`src/rtl/base_pkg.sv`:
```
// Shared helpers for the base_ cell family.
package base_pkg;

    localparam int unsigned MinTimerWidth = 1;

    function automatic int unsigned clog2(input int unsigned n);
        int unsigned r;
        longint unsigned v;
        r = 0;
        v = 1;
        while (v < longint'(n)) begin
            v = v << 1;
            r++;
        end
        return r;
    endfunction

    // Width of a counter that must hold 0..n inclusive.
    function automatic int unsigned timer_width(input int unsigned n);
        int unsigned w;
        w = clog2(n + 1);
        return (w < MinTimerWidth) ? MinTimerWidth : w;
    endfunction

endpackage

```
`src/rtl/base_aoreg.sv`:
```
// Single-entry valid/ready output register with load/pop semantics.
module base_aoreg #(
    parameter int unsigned width = 1
) (
    input  logic             clk,
    input  logic             reset,
    input  logic             load,
    input  logic [width-1:0] load_d,
    input  logic             ready,
    output logic             valid,
    output logic [width-1:0] data
);

    // A load takes priority over a pop so the slot can reload back-to-back.
    always_ff @(posedge clk) begin
        if (reset) begin
            valid <= 1'b0;
            data  <= '0;
        end else if (load) begin
            valid <= 1'b1;
            data  <= load_d;
        end else if (valid && ready) begin
            valid <= 1'b0;
        end
    end

endmodule

```
`src/rtl/base_achange.sv`:
```
// Change filter: forwards a sample only when it differs from the last one sent,
// with an optional keep-alive refresh of the held value after an idle period.
module base_achange
    import base_pkg::*;
#(
    parameter int unsigned width          = 1,
    parameter int unsigned refresh_cycles = 0
) (
    input  logic             clk,
    input  logic             reset,
    output logic             i_r,
    input  logic             i_v,
    input  logic [0:width-1] i_d,
    input  logic             o_r,
    output logic             o_v,
    output logic [0:width-1] o_d,
    output logic             o_refresh
);

    localparam int unsigned           TimerW    = timer_width(refresh_cycles);
    localparam logic [TimerW-1:0]     TimerMax  = TimerW'(refresh_cycles);
    localparam bit                    RefreshEn = (refresh_cycles != 0);

    logic                have_ref;
    logic [0:width-1]    ref_d;
    logic [TimerW-1:0]   timer;

    logic                slot_v;
    logic [width:0]      slot_q;
    logic                slot_free;
    logic                accept;
    logic                change;
    logic                refresh;
    logic                load;
    logic [width:0]      load_d;

    always_comb begin
        slot_free = !slot_v || o_r;
        i_r       = !reset && slot_free;
        accept    = i_v && i_r;
        change    = accept && (!have_ref || (i_d != ref_d));
        // A genuine change always beats a pending refresh.
        refresh   = RefreshEn && have_ref && (timer == TimerMax) && slot_free && !change;
        load      = change || refresh;
        load_d    = change ? {i_d, 1'b0} : {ref_d, 1'b1};
    end

    always_ff @(posedge clk) begin
        if (reset) begin
            have_ref <= 1'b0;
            ref_d    <= '0;
            timer    <= '0;
        end else begin
            if (change) begin
                have_ref <= 1'b1;
                ref_d    <= i_d;
            end
            if (load) begin
                timer <= '0;
            end else if (RefreshEn && have_ref && (timer != TimerMax)) begin
                timer <= timer + TimerW'(1);
            end
        end
    end

    base_aoreg #(
        .width(width + 1)
    ) u_oreg (
        .clk   (clk),
        .reset (reset),
        .load  (load),
        .load_d(load_d),
        .ready (o_r),
        .valid (slot_v),
        .data  (slot_q)
    );

    assign o_v       = slot_v;
    assign o_d       = slot_q[width:1];
    assign o_refresh = slot_q[0];

endmodule

```
`config.mk`:
```
export PLATFORM = sky130hd
export DESIGN_NAME = base_achange
export DESIGN_NICKNAME = d
export VERILOG_FILES = /design/src/rtl/base_pkg.sv /design/src/rtl/base_aoreg.sv /design/src/rtl/base_achange.sv
export SDC_FILE = /design/constraint.sdc
export NUM_CORES = 1
export LEC_CHECK = 0
export ABC_AREA = 1
export CAP_MARGIN = 20
export CORE_AREA = 2 2 39 41
export CTS_BUF_LIST = sky130_fd_sc_hd__clkbuf_8
export DETAILED_ROUTE_END_ITERATION = 16
export DIE_AREA = 0 0 41 43
export GPL_ROUTABILITY_DRIVEN = 1
export PLACE_DENSITY = 0.43
export SYNTH_ARGS = -nofsm -noshare
export SYNTH_HDL_FRONTEND = slang
export SYNTH_SLANG_ARGS = --single-unit
```
`constraint.sdc`:
```
create_clock -name clk -period 1 [get_ports clk]
set_clock_uncertainty 0.05 [all_clocks]
set_input_delay 0.2 -clock clk [delete_from_list [all_inputs] [get_ports clk]]
set_output_delay 0.2 -clock clk [all_outputs]
set_load 0.02 [all_outputs]
```
==> results of run 1 <==
## metal layers
layer | vias to the layer above | routed length (µm) | part of all wire
met5 | - | 0 | 0
met4 | 0 | 14 | 0.037
met3 | 2 | 34 | 0.090
met2 | 5 | 184 | 0.49
met1 | 78 | 145 | 0.38
li1 | 95 | - | -
## kinds of logic after synthesis
family,count (synthesis),synth area share
and+or+nand+nor,10,0.298
buffers and inverters,6,0.169
AOI/OAI and AO/OA,3,0.121
DFF,3,0.387
other,1,0.0242
## worst register-to-register path: stages, from the launching register on
cell,delay [ps]
dfxtp_2,330
a21oi_4,140
buf_4,130
buf_4,90
nand3_1,50
nand2_1,70
inv_1,40
## Yosys cell counts
library cell	number
nand3_1	2
a21oi_2	1
a21oi_1	1
inv_2	2
nand3_2	1
nand2_1	7
buf_4	1
dfxtp_1	3
o21ai_1	1
conb_1	1
inv_1	3
## sequential cells by signal (all words and copies together), names as in the netlist
register / flops
have_ref: 1
ref_d: 1
u_oreg.valid: 1
## repair_timing
item	4_1_cts	5_1_grt
resized for setup	18	0
cloned	0	0
pin swaps	1	0
endpoints found under the setup margin	4	2
hold buffers	0	0
setup buffers	1	0
## power by group
part / internal, W / total [W] / leakage [nW] / switching [W]
clock: 0.000261 / 0.000334 / 0.0269 / 0.0000733
sequential: 0.000134 / 0.000141 / 0.0254 / 0.00000757
combinational: 0.0000501 / 0.000102 / 0.110 / 0.0000516
total: 0.000444 / 0.000577 / 0.163 / 0.000132
## final cells by class
class / count / area share
clock buffers: 3 / 0.133
clock inverters: 1 / 0.0121
inverters: 5 / 0.0605
multi-input cells: 14 / 0.246
flip-flops and latches: 3 / 0.198
well taps: 16 / 0.0645
repair buffers: 11 / 0.286
## through the flow
stage | power (W) | area, µm²
after global routing | 0.000616 | 310
after CTS | 0.000593 | 310
after detailed placement | 0.000250 | 268
final | 0.000577 | 310
after global placement | 0.000249 | 268
after floorplan | 0.000193 | 163
## worst max path at each step
stage | start | end | depth (start not counted)
2_1_floorplan | u_oreg.valid$_SDFFE_PP0P_ | ref_d$_SDFFE_PP0P_ | 4
3_3_place_gp | o_r | i_r | 4
3_5_place_dp | o_r | i_r | 4
4_1_cts | u_oreg.valid$_SDFFE_PP0P_ | i_r | 2
5_1_grt | u_oreg.valid$_SDFFE_PP0P_ | i_r | 2
6_report | u_oreg.valid$_SDFFE_PP0P_ | i_r | 2
==> impl_metrics.toml, run 1 <==
[logic_synthesis]
synth.distinct_cells = 11
synthesis.instances = 23
synth_top_cell_by_area = "dfxtp_1"
avgSynthCellArea_um2 = 6.75
syn_area_um2 = 155
synth_seq_cells = 3
ys_warn_count = 0
synth_seq_area_share = 0.387
synth_area_leaders = "dfxtp_1, nand2_1, inv_1"
synth_nets = 28
yosysTopAreaCellShare = 0.387

[setup_path]
crit_fanout = 3
worstPathArrival_ps = 810
worst-path-buf-inv = 1
critical-path-max-stage-delay_ps = 330
critPathTopFamily = "flip-flops"
crit_required_ps = 750
cp-start-kind = "flop"
cpMaxStageDelayCell = "dfxtp_2"
reg2regPathDepth = 6
critPathCaptureType = "output pin"
reg2reg_slack_ps = 20
crit_type = "reg2out"
cp_cell_sequence = "a21oi_4 -> buf_6"
reg2reg_from = "u_oreg.valid$_SDFFE_PP0P_"
r2r-end = "ref_d$_SDFFE_PP0P_"

[global_routing]
overflow = 0
use_met2 = 0.0781
grt_start_max_net_pins = 4
grt_pass1_vias = 188
grtUsageMet3 = 0.0471
top_usage_layer = "met4"
use_met1 = 0.0577
antenna_found_initial = 0
grt_usage = 0.0672
grt_pass1_wl_um = 669

[clock_network]
max-clock-path-buffers = 2
clkTransAtPathRegs_ps = 30
cts-root-buf = "clkbuf_8"
htree_levels = 1
numCtsBuffers = 3
clock-sinks = 3
clk_latency_ps = 210
cts_tree = "yes"

[finish]
fin_nets = 43
diodes = 0
final_cells = 53
area_growth_pct = 100
layout-drive-gt1-share = 0.432
seq_area_um2 = 61.3
final_common_cell = "nand2_1"
fillCellCount = 158
multi_input_area_um2 = 76.3
utilization = 0.224
final_cell_mix = "nand2_1, buf_4, inv_2, inv_1, clkbuf_8"

[sta]
worst_slack_ps = -59.2
holdWs_ps = 388
max_freq_mhz = 944
final-max-slew-violation-count = 0
tns_ps = -59.2
fin_crit_ps = 1060
post-route-period-util = 1.06
setup_viol = 1
hold_viol = 0
rsz0062_at_grt = "true"

[floorplan]
die_w_um = 41
coreArea_um2 = 1380
num_rows = 14
die_y_um = 43
dieArea_um2 = 1760
io_pins = 9
start_util = 0.112

[placed_design]
routabilityCongestion = 0.616
pre_cts_slack_ps = -724
portBuffers = 7
post-place-cells = 48
dp_hpwl_um = 287

[outcome]
violations = "negative setup slack"
status = "finished, violations left"

[routing]
wl_per_cell_um = 7.13
drtIter0Drc = 0
drc = 0
viasPerCell = 3.40
vias = 180
drt-total-wl_um = 378
dr.pass1.iters = 1
antenna_left = 0

[pwr]
max-vdd-ir-drop_mv = 0.580
total_leakage_power_nw = 0.163
p_per_area_nw_per_um2 = 1860

[flow_run]
cap_violations = 0

[worst_hold_path]
min_path_type = "in2reg"
hp-start = "o_r"
hold_depth = 4
holdPathEnd = "u_oreg.valid$_SDFFE_PP0P_"
(Power assumes the default switching activity.)
==> run 2: changes to the inputs <==
--- a/config.mk
+++ b/config.mk
@@ -11,7 +11,8 @@
 export CTS_BUF_LIST = sky130_fd_sc_hd__clkbuf_8
 export DETAILED_ROUTE_END_ITERATION = 16
 export DIE_AREA = 0 0 41 43
-export GPL_ROUTABILITY_DRIVEN = 1
+export GPL_ROUTABILITY_DRIVEN = 0
+export MAX_ROUTING_LAYER = met4
 export PLACE_DENSITY = 0.43
 export SYNTH_ARGS = -nofsm -noshare
 export SYNTH_HDL_FRONTEND = slang
==> impl_metrics.toml, run 2 (synthesized netlist as in run 1, its figures left out) <==
[placed_design]
portBuffers = 7
pre_cts_slack_ps = -724
post-place-cells = 48
dp_hpwl_um = 287

[sta]
setup_viol = 1
max_freq_mhz = 944
final-max-slew-violation-count = 0
worst_slack_ps = -59.2
hold_viol = 0
fin_crit_ps = 1060
rsz0062_at_grt = "true"
tns_ps = -59.2
post-route-period-util = 1.06

[routing]
wl_per_cell_um = 7.13
drc = 0
antenna_left = 0
drt-total-wl_um = 378
vias = 180
viasPerCell = 3.40
dr.pass1.iters = 1
drtIter0Drc = 0

[setup_path]
crit_type = "reg2out"
crit_required_ps = 750
cp_cell_sequence = "a21oi_4 -> buf_6"
cpMaxStageDelayCell = "dfxtp_2"
critical-path-max-stage-delay_ps = 330
cp-start-kind = "flop"
worstPathArrival_ps = 810
critPathCaptureType = "output pin"
crit_fanout = 3

[clock_network]
htree_levels = 1
clock-sinks = 3
clk_latency_ps = 210
max-clock-path-buffers = 2
numCtsBuffers = 3
clkTransAtPathRegs_ps = 30
hold_buffers = 0
cts_tree = "yes"
cts-root-buf = "clkbuf_8"

[pwr]
intPower_w = 0.000444
swShare = 0.230
power_frac_comb = 0.176
total_leakage_power_nw = 0.163
p_switching_w = 0.000132
p_per_area_nw_per_um2 = 1860
p_clk_frac = 0.579
seqPwrFrac = 0.245
max-vdd-ir-drop_mv = 0.580

[finish]
reg_top3 = "have_ref x1, ref_d x1, u_oreg.valid x1"
final_cells = 53
utilization = 0.224
final_common_cell = "nand2_1"
layout-drive-gt1-share = 0.432
area_growth_pct = 100
diodes = 0
final_cell_mix = "nand2_1, buf_4, inv_2, inv_1, clkbuf_8"
fin_nets = 43

[global_routing]
top_usage_layer = "met4"
grtUsageMet3 = 0.0471
grt_pass1_wl_um = 676
use_met1 = 0.0577
use_met2 = 0.0781
grt_usage = 0.0689
antenna_found_initial = 0
grt_pass1_vias = 188
grt_start_max_net_pins = 4
overflow = 0

[floorplan]
io_pins = 9
start_util = 0.112
coreArea_um2 = 1380
num_rows = 14
die_y_um = 43
die_w_um = 41
dieArea_um2 = 1760

[outcome]
violations = "negative setup slack"
status = "finished, violations left"

[worst_hold_path]
min_path_type = "in2reg"

[flow_run]
cap_violations = 0
[run 2: cell counts in the layout (fill, tap and decap cells not counted)]
No cell type changed its count.
[run 2: per-layer routing]
metal	wire, µm	share of wire
met5	0	0
met4	14	0.037
met3	34	0.090
met2	184	0.49
met1	145	0.38
[run 2: cell type report]
type	count	area [µm²]
fillers	158	1070
repair buffers	11	88.8
multi-input cells	14	76.3
flip-flops and latches	3	61.3
clock buffers	3	41.3
well taps	16	20.0
inverters	5	18.8
clock inverters	1	3.75
[run 2: power groups by stage]
stage	Clock [W]	Combinational [W]	Sequential (W)
floorplan	0	0.0000407	0.000152
global placement	0	0.000107	0.000143
detailed placement	0	0.000107	0.000143
CTS	0.000348	0.000103	0.000142
global route	0.000361	0.000113	0.000142
finish	0.000334	0.000102	0.000141
[run 2: path summary, 6_finish.rpt]
check | from | endpoint | slack [ps] | cells past startpoint
max | u_oreg.valid$_SDFFE_PP0P_ | i_r | -60 | 2
min | o_r | u_oreg.valid$_SDFFE_PP0P_ | 390 | 4
max reg2reg | u_oreg.valid$_SDFFE_PP0P_ | ref_d$_SDFFE_PP0P_ | 20 | 6
min reg2reg | have_ref$_SDFFE_PP0P_ | have_ref$_SDFFE_PP0P_ | 400 | 2
[run 2: through the flow]
step	total power (W)	cell area, µm²	hold slack [ps]
6_report	0.000577	310	388
4_1_cts	0.000593	310	393
3_3_place_gp	0.000249	268	398
5_1_grt	0.000616	310	433
2_1_floorplan	0.000193	163	219
3_5_place_dp	0.000250	268	410
[run 2: worst max-delay path: cells and delay by family, from the launching register on]
kind,cells,cell delay (ps)
flops,1,330
compound gates,1,140
buf+inv,1,130
[run 2: timing repair]
item	4_1_cts	5_1_grt
setup endpoints to repair	4	2
setup buffers	1	0
pin swaps	1	0
resized for setup	18	0
==> run 3: changes to the inputs <==
--- a/config.mk
+++ b/config.mk
@@ -8,7 +8,6 @@
 export ABC_AREA = 1
 export CAP_MARGIN = 20
 export CORE_AREA = 2 2 39 41
-export CTS_BUF_LIST = sky130_fd_sc_hd__clkbuf_8
 export DETAILED_ROUTE_END_ITERATION = 16
 export DIE_AREA = 0 0 41 43
 export GPL_ROUTABILITY_DRIVEN = 0
==> impl_metrics.toml, run 3 (synthesized netlist as in run 1, its figures left out) <==
[setup_path]
critPathCaptureType = "output pin"
cp-start-kind = "flop"
crit_fanout = 3
crit_required_ps = 750
reg2reg_slack_ps = 20
critical-path-max-stage-delay_ps = 330
cp_cell_sequence = "a21oi_4 -> buf_6"
worstPathArrival_ps = 830
crit_type = "reg2out"
cpMaxStageDelayCell = "dfxtp_2"

[routing]
drc = 0
dr.pass1.iters = 1
drtIter0Drc = 0
vias = 180
drt-total-wl_um = 360
viasPerCell = 3.40
wl_per_cell_um = 6.79
antenna_left = 0

[clock_network]
clkTransAtPathRegs_ps = 40
hold_buffers = 0
cts-root-buf = "clkbuf_4"
htree_levels = 1
clock-sinks = 3
cts_tree = "yes"
clk_latency_ps = 230
max-clock-path-buffers = 2
numCtsBuffers = 3

[placed_design]
portBuffers = 7
post-place-cells = 48
dp_hpwl_um = 287

[sta]
worst_slack_ps = -77.9
max_freq_mhz = 928
final-max-slew-violation-count = 0
post-route-period-util = 1.08
hold_viol = 0
setup_viol = 1
fin_crit_ps = 1080
rsz0062_at_grt = "true"

[floorplan]
dieArea_um2 = 1760
num_rows = 14
coreArea_um2 = 1380
die_y_um = 43
io_pins = 9
start_util = 0.112
die_w_um = 41

[worst_hold_path]
min_path_type = "in2reg"

[finish]
reg_top3 = "have_ref x1, ref_d x1, u_oreg.valid x1"
fin_nets = 43
area_growth_pct = 87.9
final_cell_mix = "nand2_1, buf_4, inv_2, clkbuf_4"
final_common_cell = "nand2_1"
utilization = 0.211
layout-drive-gt1-share = 0.432
final_cells = 53
diodes = 0

[pwr]
max-vdd-ir-drop_mv = 0.450
total_leakage_power_nw = 0.151
p_per_area_nw_per_um2 = 1550

[global_routing]
grt_start_max_net_pins = 4
grt_pass1_vias = 183
grt_usage = 0.0586
antenna_found_initial = 0
overflow = 0
grt_pass1_wl_um = 627

[outcome]
status = "finished, violations left"
violations = "negative setup slack"

[flow_run]
cap_violations = 0
## run 3: worst paths after layout
path	end	cells past startpoint	startpoint
max reg2reg	ref_d$_SDFFE_PP0P_	6	u_oreg.valid$_SDFFE_PP0P_
min reg2reg	have_ref$_SDFFE_PP0P_	2	have_ref$_SDFFE_PP0P_
min	u_oreg.valid$_SDFFE_PP0P_	4	o_r
max	i_r	2	u_oreg.valid$_SDFFE_PP0P_
## run 3: routing by layer
layer / vias up / share of wire / GRT usage
li1: 96 / - / -
met1: 79 / 0.40 / 0.0545
met2: 5 / 0.50 / 0.0781
met3: 0 / 0.094 / 0.0471
met4: 0 / 0 / 0.0400
met5: - / 0 / -
## run 3: report_power, final
| group | switching (W) | internal [W] | total, W |
|---|---|---|---|
| Sequential | 0.00000756 | 0.000133 | 0.000141 |
| Clock | 0.0000603 | 0.000149 | 0.000210 |
| Combinational | 0.0000515 | 0.0000501 | 0.000102 |
## run 3: layout make-up
class / instances / area (µm²)
timing repair buffer: 11 / 88.8
clock buffer: 4 / 26.3
sequential: 3 / 61.3
inverter: 5 / 18.8
fill: 160 / 1090
tap: 16 / 20.0
multi-input combinational: 14 / 76.3
## run 3: worst max-delay path: cells and delay by family, from the launching register on
family / cells / cell delay [ps]
compound gates: 1 / 140
buf+inv: 1 / 130
flops: 1 / 330
## run 3: through the flow
step / hold WS [ps] / setup TNS (ps) / power [W] / setup WS [ps] / cell area (µm²)
finish: 369 / -77.9 / 0.000452 / -77.9 / 292
global route: 413 / -168 / 0.000485 / -112 / 292
CTS: 371 / -102 / 0.000465 / -92.2 / 292
detailed placement: 410 / -1780 / 0.000250 / -724 / 268
global placement: 398 / -1780 / 0.000249 / -712 / 268
floorplan: 219 / 0 / 0.000193 / 17.6 / 163
## run 3: repair_timing
action / CTS / global route
resized for setup: 18 / 0
pin swaps: 1 / 0
gates cloned: 0 / 0
endpoints found under the setup margin: 4 / 3
setup buffers: 1 / 0
